--- config.mk ---
export PLATFORM = sky130hd
export DESIGN_NAME = sha3_block_packer
export DESIGN_NICKNAME = d
export VERILOG_FILES = /design/src/rtl/sha3_pkg.sv /design/src/rtl/sha3_pad_insert.sv /design/src/rtl/sha3_block_packer.sv
export SDC_FILE = /design/constraint.sdc
export NUM_CORES = 2
export LEC_CHECK = 0
export ABC_AREA = 1
export BUFFER_PORTS_ARGS = -buffer_cell sky130_fd_sc_hd__buf_2
export CELL_PAD_IN_SITES_DETAIL_PLACEMENT = 1
export CELL_PAD_IN_SITES_GLOBAL_PLACEMENT = 2
export CORE_AREA = 2 2 462 464
export DETAILED_ROUTE_END_ITERATION = 12
export DIE_AREA = 0 0 464 466
export PLACE_DENSITY = 0.76
export SLEW_MARGIN = 25
export SYNTH_ARGS = -nofsm -noshare
export SYNTH_HDL_FRONTEND = slang
export SYNTH_SLANG_ARGS = --single-unit
export TNS_END_PERCENT = 100
--- constraint.sdc ---
create_clock -name clk_i -period 15.9 [get_ports clk_i]
set_input_delay 2.385 -clock clk_i [delete_from_list [all_inputs] [get_ports clk_i]]
set_output_delay 2.385 -clock clk_i [all_outputs]
set_load 0.05 [all_outputs]
--- src/rtl/sha3_pkg.sv ---
// Shared SHA3 datapath constants, padding bytes and FSM state encoding.
// The state encoding is also used by the Keccak control.
package sha3_pkg;

  localparam int unsigned RATE_BYTES = 136;
  localparam int unsigned RATE_LANES = 17;
  localparam int unsigned LANE_W     = 64;
  localparam int unsigned BLOCK_W    = RATE_LANES * LANE_W;

  localparam logic [7:0] PAD_DOMAIN = 8'h06;
  localparam logic [7:0] PAD_FINAL  = 8'h80;

  typedef logic [2:0] sha3_state_t;

  localparam sha3_state_t StIdle = 3'd0;
  localparam sha3_state_t StFill = 3'd1;
  localparam sha3_state_t StPad  = 3'd2;
  localparam sha3_state_t StEmit = 3'd3;
  localparam sha3_state_t StDone = 3'd4;

endpackage

--- src/rtl/sha3_pad_insert.sv ---
// SHA3 multi-rate padding: XOR the domain byte at the message tail offset
// and the final-bit byte into the last byte of the rate block.
module sha3_pad_insert
  import sha3_pkg::*;
#(
  parameter int unsigned BlockW = BLOCK_W
) (
  input  logic [BlockW-1:0] block_i,
  input  logic [31:0]       pad_off_i,
  output logic [BlockW-1:0] block_o
);

  localparam int unsigned NBytes = BlockW / 8;

  always_comb begin
    block_o = block_i;
    for (int unsigned k = 0; k < NBytes; k++) begin
      if (pad_off_i == k) begin
        block_o[8*k +: 8] = block_o[8*k +: 8] ^ PAD_DOMAIN;
      end
    end
    // Applied after the domain byte so a shared byte 135 becomes 0x86.
    block_o[BlockW-8 +: 8] = block_o[BlockW-8 +: 8] ^ PAD_FINAL;
  end

endmodule

--- src/rtl/sha3_block_packer.sv ---
// Pops 64-bit message words from the bus FIFO, packs them into SHA3-256 rate
// blocks, pads the final block and hands blocks to the absorb stage.
module sha3_block_packer
  import sha3_pkg::*;
#(
  parameter int unsigned RateLanes = RATE_LANES,
  parameter int unsigned LaneW     = LANE_W
) (
  input  logic                          clk_i,
  input  logic                          rst_i,
  input  logic                          start_i,
  input  logic [31:0]                   msg_bytes_i,
  output logic                          fifo_read_en_o,
  input  logic [LaneW-1:0]              fifo_read_data_i,
  input  logic                          fifo_empty_i,
  output logic [RateLanes*LaneW-1:0]    block_data_o,
  output logic                          block_valid_o,
  input  logic                          block_ready_i,
  output logic                          block_last_o,
  output logic                          busy_o,
  output logic                          done_o
);

  localparam int unsigned BlockW    = RateLanes * LaneW;
  localparam int unsigned RateBytes = BlockW / 8;
  localparam int unsigned LaneIdxW  = $clog2(RateLanes + 1);
  localparam int unsigned RemW      = $clog2(LaneW / 8);

  sha3_state_t         state_q, state_d;
  logic [RemW-1:0]     msg_rem_q, msg_rem_d;
  logic [31:0]         words_total_q, words_total_d;
  logic [31:0]         words_issued_q, words_issued_d;
  logic [31:0]         pad_off_q, pad_off_d;
  logic                boundary_q, boundary_d;
  logic [LaneIdxW-1:0] lane_issue_q, lane_issue_d;
  logic [LaneIdxW-1:0] lane_cap_q, lane_cap_d;
  logic                cap_q, cap_d;
  logic                cap_last_q, cap_last_d;
  logic [BlockW-1:0]   buf_q, buf_d;
  logic                block_last_q, block_last_d;

  logic              pop;
  logic [LaneW-1:0]  lane_mask;
  logic [BlockW-1:0] padded;

  assign pop = (state_q == StFill) && !fifo_empty_i && (words_issued_q < words_total_q) &&
               (lane_issue_q < LaneIdxW'(RateLanes));

  // Only the final word of a message with a partial tail gets its upper bytes cleared.
  always_comb begin
    lane_mask = '1;
    if (cap_last_q && (msg_rem_q != '0)) begin
      lane_mask = ~({LaneW{1'b1}} << {msg_rem_q, 3'b000});
    end
  end

  sha3_pad_insert #(
    .BlockW (BlockW)
  ) u_pad_insert (
    .block_i   (buf_q),
    .pad_off_i (pad_off_q),
    .block_o   (padded)
  );

  always_comb begin
    state_d        = state_q;
    msg_rem_d      = msg_rem_q;
    words_total_d  = words_total_q;
    words_issued_d = words_issued_q;
    pad_off_d      = pad_off_q;
    boundary_d     = boundary_q;
    lane_issue_d   = lane_issue_q;
    lane_cap_d     = lane_cap_q;
    cap_d          = 1'b0;
    cap_last_d     = 1'b0;
    buf_d          = buf_q;
    block_last_d   = block_last_q;

    unique case (state_q)
      StIdle: begin
        if (start_i) begin
          msg_rem_d      = msg_bytes_i[RemW-1:0];
          words_total_d  = 32'((33'(msg_bytes_i) + 33'(LaneW / 8 - 1)) >> RemW);
          words_issued_d = '0;
          pad_off_d      = msg_bytes_i % RateBytes;
          boundary_d     = (msg_bytes_i != '0) && ((msg_bytes_i % RateBytes) == '0);
          lane_issue_d   = '0;
          lane_cap_d     = '0;
          buf_d          = '0;
          block_last_d   = 1'b0;
          state_d        = (msg_bytes_i == '0) ? StPad : StFill;
        end
      end
      StFill: begin
        if (pop) begin
          cap_d          = 1'b1;
          lane_cap_d     = lane_issue_q;
          cap_last_d     = (words_issued_q + 32'd1 == words_total_q);
          words_issued_d = words_issued_q + 32'd1;
          lane_issue_d   = lane_issue_q + LaneIdxW'(1);
        end
        if (cap_q) begin
          buf_d[32'(lane_cap_q) * LaneW +: LaneW] = fifo_read_data_i & lane_mask;
          // A message ending on a block boundary ships its last data block unpadded.
          if (cap_last_q && !boundary_q) begin
            state_d = StPad;
          end else if (lane_cap_q == LaneIdxW'(RateLanes - 1)) begin
            state_d = StEmit;
          end
        end else if (words_issued_q == words_total_q) begin
          state_d = StPad;
        end
      end
      StPad: begin
        buf_d        = padded;
        block_last_d = 1'b1;
        state_d      = StEmit;
      end
      StEmit: begin
        if (block_ready_i) begin
          if (block_last_q) begin
            state_d = StDone;
          end else begin
            buf_d        = '0;
            lane_issue_d = '0;
            lane_cap_d   = '0;
            state_d      = StFill;
          end
        end
      end
      StDone: begin
        state_d = StIdle;
      end
      default: begin
        state_d = StIdle;
      end
    endcase
  end

  always_ff @(posedge clk_i) begin
    if (rst_i) begin
      state_q        <= StIdle;
      msg_rem_q      <= '0;
      words_total_q  <= '0;
      words_issued_q <= '0;
      pad_off_q      <= '0;
      boundary_q     <= 1'b0;
      lane_issue_q   <= '0;
      lane_cap_q     <= '0;
      cap_q          <= 1'b0;
      cap_last_q     <= 1'b0;
      buf_q          <= '0;
      block_last_q   <= 1'b0;
    end else begin
      state_q        <= state_d;
      msg_rem_q      <= msg_rem_d;
      words_total_q  <= words_total_d;
      words_issued_q <= words_issued_d;
      pad_off_q      <= pad_off_d;
      boundary_q     <= boundary_d;
      lane_issue_q   <= lane_issue_d;
      lane_cap_q     <= lane_cap_d;
      cap_q          <= cap_d;
      cap_last_q     <= cap_last_d;
      buf_q          <= buf_d;
      block_last_q   <= block_last_d;
    end
  end

  assign fifo_read_en_o = pop;
  assign block_data_o   = buf_q;
  assign block_valid_o  = (state_q == StEmit);
  assign block_last_o   = block_last_q;
  assign busy_o         = (state_q == StFill) || (state_q == StPad) || (state_q == StEmit);
  assign done_o         = (state_q == StDone);

endmodule
==> summary.txt <==
Outcome
  • Status: completed

Logic synthesis
  • Async set or reset register ratio after synthesis: 0
  • Synth area leader: dfxtp_1
  • Synth Area per Inst: ~7 um^2
  • Syn Nets: roughly 8.0k
  • Syn Inst Count: around 8k
  • YS warnings: 0
  • Top_reg_cell synth: dfxtp_1
  • Post-synth EDFFs: 0
  • Most frequent cell after synthesis: nand2_1
  • Area contributors post-synth: dfxtp_1 43%, nand2_1 12%, a21oi_1 9.4%
  • Synthesized area: roughly 56,000 um^2
  • Register bit total from synthesis: roughly 1.2k
  • Post-synthesis sequential area ratio: 0.4282
  • Count of different cell masters after synthesis: 64
  • Synth cell count leaders: 1,838 x nand2_1, 1,199 x dfxtp_1, 1,051 x a21oi_1, 842 x nor2_1, 467 x clkbuf_1
  • Synth top area share: 0.4282

Job
  • Max Cap Viol: 0

Routing
  • DR vias: 62.59k
  • Pre-antenna DRT Iters: 5
  • Post-route ant nets: 0
  • Residual DRC: 0
  • Routed vias/inst: ~5.3
  • Total Wirelength: 328,100 um
  • WL/cell: between 20 and 30 um
  • Drt initial violations: around 5.4k

Place
  • Port Buffers: approximately 1.2k
  • Placer congestion estimate: about 0.9
  • Dpl hpwl: 242,200 um
  • Pre-CTS setup slack: roughly 0.89 ns

Die
  • Die Y: about 470 um
  • Initial Util: 0.2654
  • Core ar.: 211,200 um^2
  • Die width: around 460 um
  • I/O pin cnt: about 1.2k
  • Row Count: roughly 170
  • Die ar.: ~220,000 um^2

CTS
  • Sink Count: approximately 1.2k
  • Post-CTS Setup Bufs: 0
  • Clock Latency Late Sink: 0.85 ns
  • Post-CTS Hold Buffers: 0
  • Max H-tree Level: 4
  • Root Driver: clkbuf_16
  • Clock tree from TritonCTS: done
  • CTS Buf Count: 150
  • CTS resizes: 0
  • Clock Pin Slew Worst Setup and Hold Paths: ~0.060 ns
  • CTS Buffer Depth: 3

STA
  • TNS Setup: 0 ns
  • # setup viols final: 0
  • Clock Skew: around 0.056 ns
  • Post-route setup slack: ~1.7 ns
  • Min Hold Slack: approximately 0.44 ns
  • Slew HR: 0.1714
  • Final period util: 0.8933
  • Minimum clock period: between 10 and 15 ns
  • Final Max Tran Viols: 0
  • Worst-margin pin slew: 1.233 ns
  • RSZ-0062 raised after global routing: no
  • Highest clock rate: between 0.07 and 0.08 GHz
  • Fin. Hold Viols: 0

Hold path
  • Hold Path Sink: pad_off_q[24]
  • Hold-critical path depth: 2
  • Class of the worst hold path: flop to flop
  • Hold Startpoint: pad_off_q[24]

Critical path
  • Cells on worst reg2reg path: 18
  • CP max FO: 9
  • Critical path's slowest cell: a21oi_4
  • Worst r2r src: lane_cap_q[0]
  • Top Family by Delay on Critical Path: simple AND/OR/NAND/NOR gates
  • Crit path kind: input pin to flop
  • Req. time, crit path: approximately 17 ns
  • R2r setup slk: around 10 ns
  • Reg-to-Reg End: block_data_o[213]
  • Critical Path AT: 14.92 ns
  • Most used cell, CP: nand2_2
  • Crit path launch type: input pin
  • Element type at the critical path end: flop
  • WP buf/inv: 6
  • Max incr delay on CP: approximately 0.26 ns

Global routing
  • Vias in the first global route: ~62k
  • Largest net degree at the start of global routing: about 220
  • Initial antenna violation count: 35
  • First-pass GRT wire length: between 400,000 and 500,000 um
  • GRT Util Overall: 0.2898
  • Remaining global-route overflow: 0

Cells and area
  • Layout Nets: a little under 9k
  • Synthesis-to-finish area growth: 25.14%
  • Fillcell total: between 20k and 30k
  • Final core utilization: 0.3321
  • Share of post-route cells with drive strength above 1: 0.2172
worst min-delay path, stage by stage, from the launching register on:
cell     delay [ns]
dfxtp_1        0.31
nand2_1        0.06
nor2_1         0.03
layout make-up:
class                           instances  area [um^2]  area share
Inverter                              516         2003     0.02856
Sequential cell                      1199        24010      0.3422
Clock buffer                          226         4441     0.06330
Clock inverter                         44        619.3    0.008829
Tap cell                             2821         3530     0.05032
Antenna cell                           12        30.03   0.0004281
Multi-Input combinational cell       5624        28480      0.4060
Timing Repair Buffer                 1320         7036      0.1003
flip-flops by register name (all words and copies together) (netlist names):
register        flops
boundary_q          1
lane_issue_q        5
state_q             3
cap_last_q          1
cap_q               1
block_data_o     1088
words_total_q      30
lane_cap_q          5
block_last_o        1
pad_off_q          30
words_issued_q     32
msg_rem_q           2
how the worst max path moves through the flow:
| stage | start | end | slack (ns) | cells past startpoint |
|---|---|---|---|---|
| global placement | msg_bytes_i[28] | boundary_q | 1.24 | 110 |
| CTS | msg_bytes_i[28] | boundary_q | 1.69 | 114 |
| floorplan | msg_bytes_i[30] | boundary_q | 3.02 | 110 |
| global route | msg_bytes_i[28] | boundary_q | 0.09 | 112 |
| finish | msg_bytes_i[28] | boundary_q | 1.70 | 114 |
| detailed placement | msg_bytes_i[28] | boundary_q | 0.89 | 114 |
layer usage:
layer / part of all wire / up-vias / global-route usage
met2: 0.44 / 2354 / 0.4472
met4: 0.064 / 22 / 0.1718
met1: 0.42 / 31178 / 0.3627
li1: - / 28450 / -
met5: 0.00045 / - / 0
met3: 0.077 / 586 / 0.07539
per-stage QoR:
step / instance area, um^2 / cells
after floorplan: 56050 / 7878
after global placement: 64880 / 11477
after detailed placement: 64940 / 11477
after CTS: 70000 / 11747
after global routing: 70140 / 11761
final: 70150 / 11762
layout by cell type, fill, tap and decap left out, drive strengths merged, types with 12 or more instances in the layout:
cell	instances
a211oi	14
a21oi	1059
a22oi	217
a311oi	61
a31oi	12
a32oi	51
buf	1320
clkbuf	226
clkinv	58
dfxtp	1199
diode	12
ha	35
inv	493
mux2i	16
nand2	1992
nand3	257
nand4	133
nor2	862
nor3	258
nor4	115
o211ai	21
o21ai	237
o22ai	66
o31ai	22
o32ai	36
or2	47
xor2	63
logic make-up after synthesis:
kind of cell / synth area share
flip-flops: 0.4282
adder cells (fa/ha/maj): 0.007813
AO/OA/AOI/OAI: 0.1909
multiplexers: 0.002857
buffers and inverters: 0.07234
AND/OR/NAND/NOR: 0.2864
XOR/XNOR: 0.01143
Power is left out: the tool's default activity adds up to more than one toggle a clock period on the data nets, which glitch-free logic cannot reach.
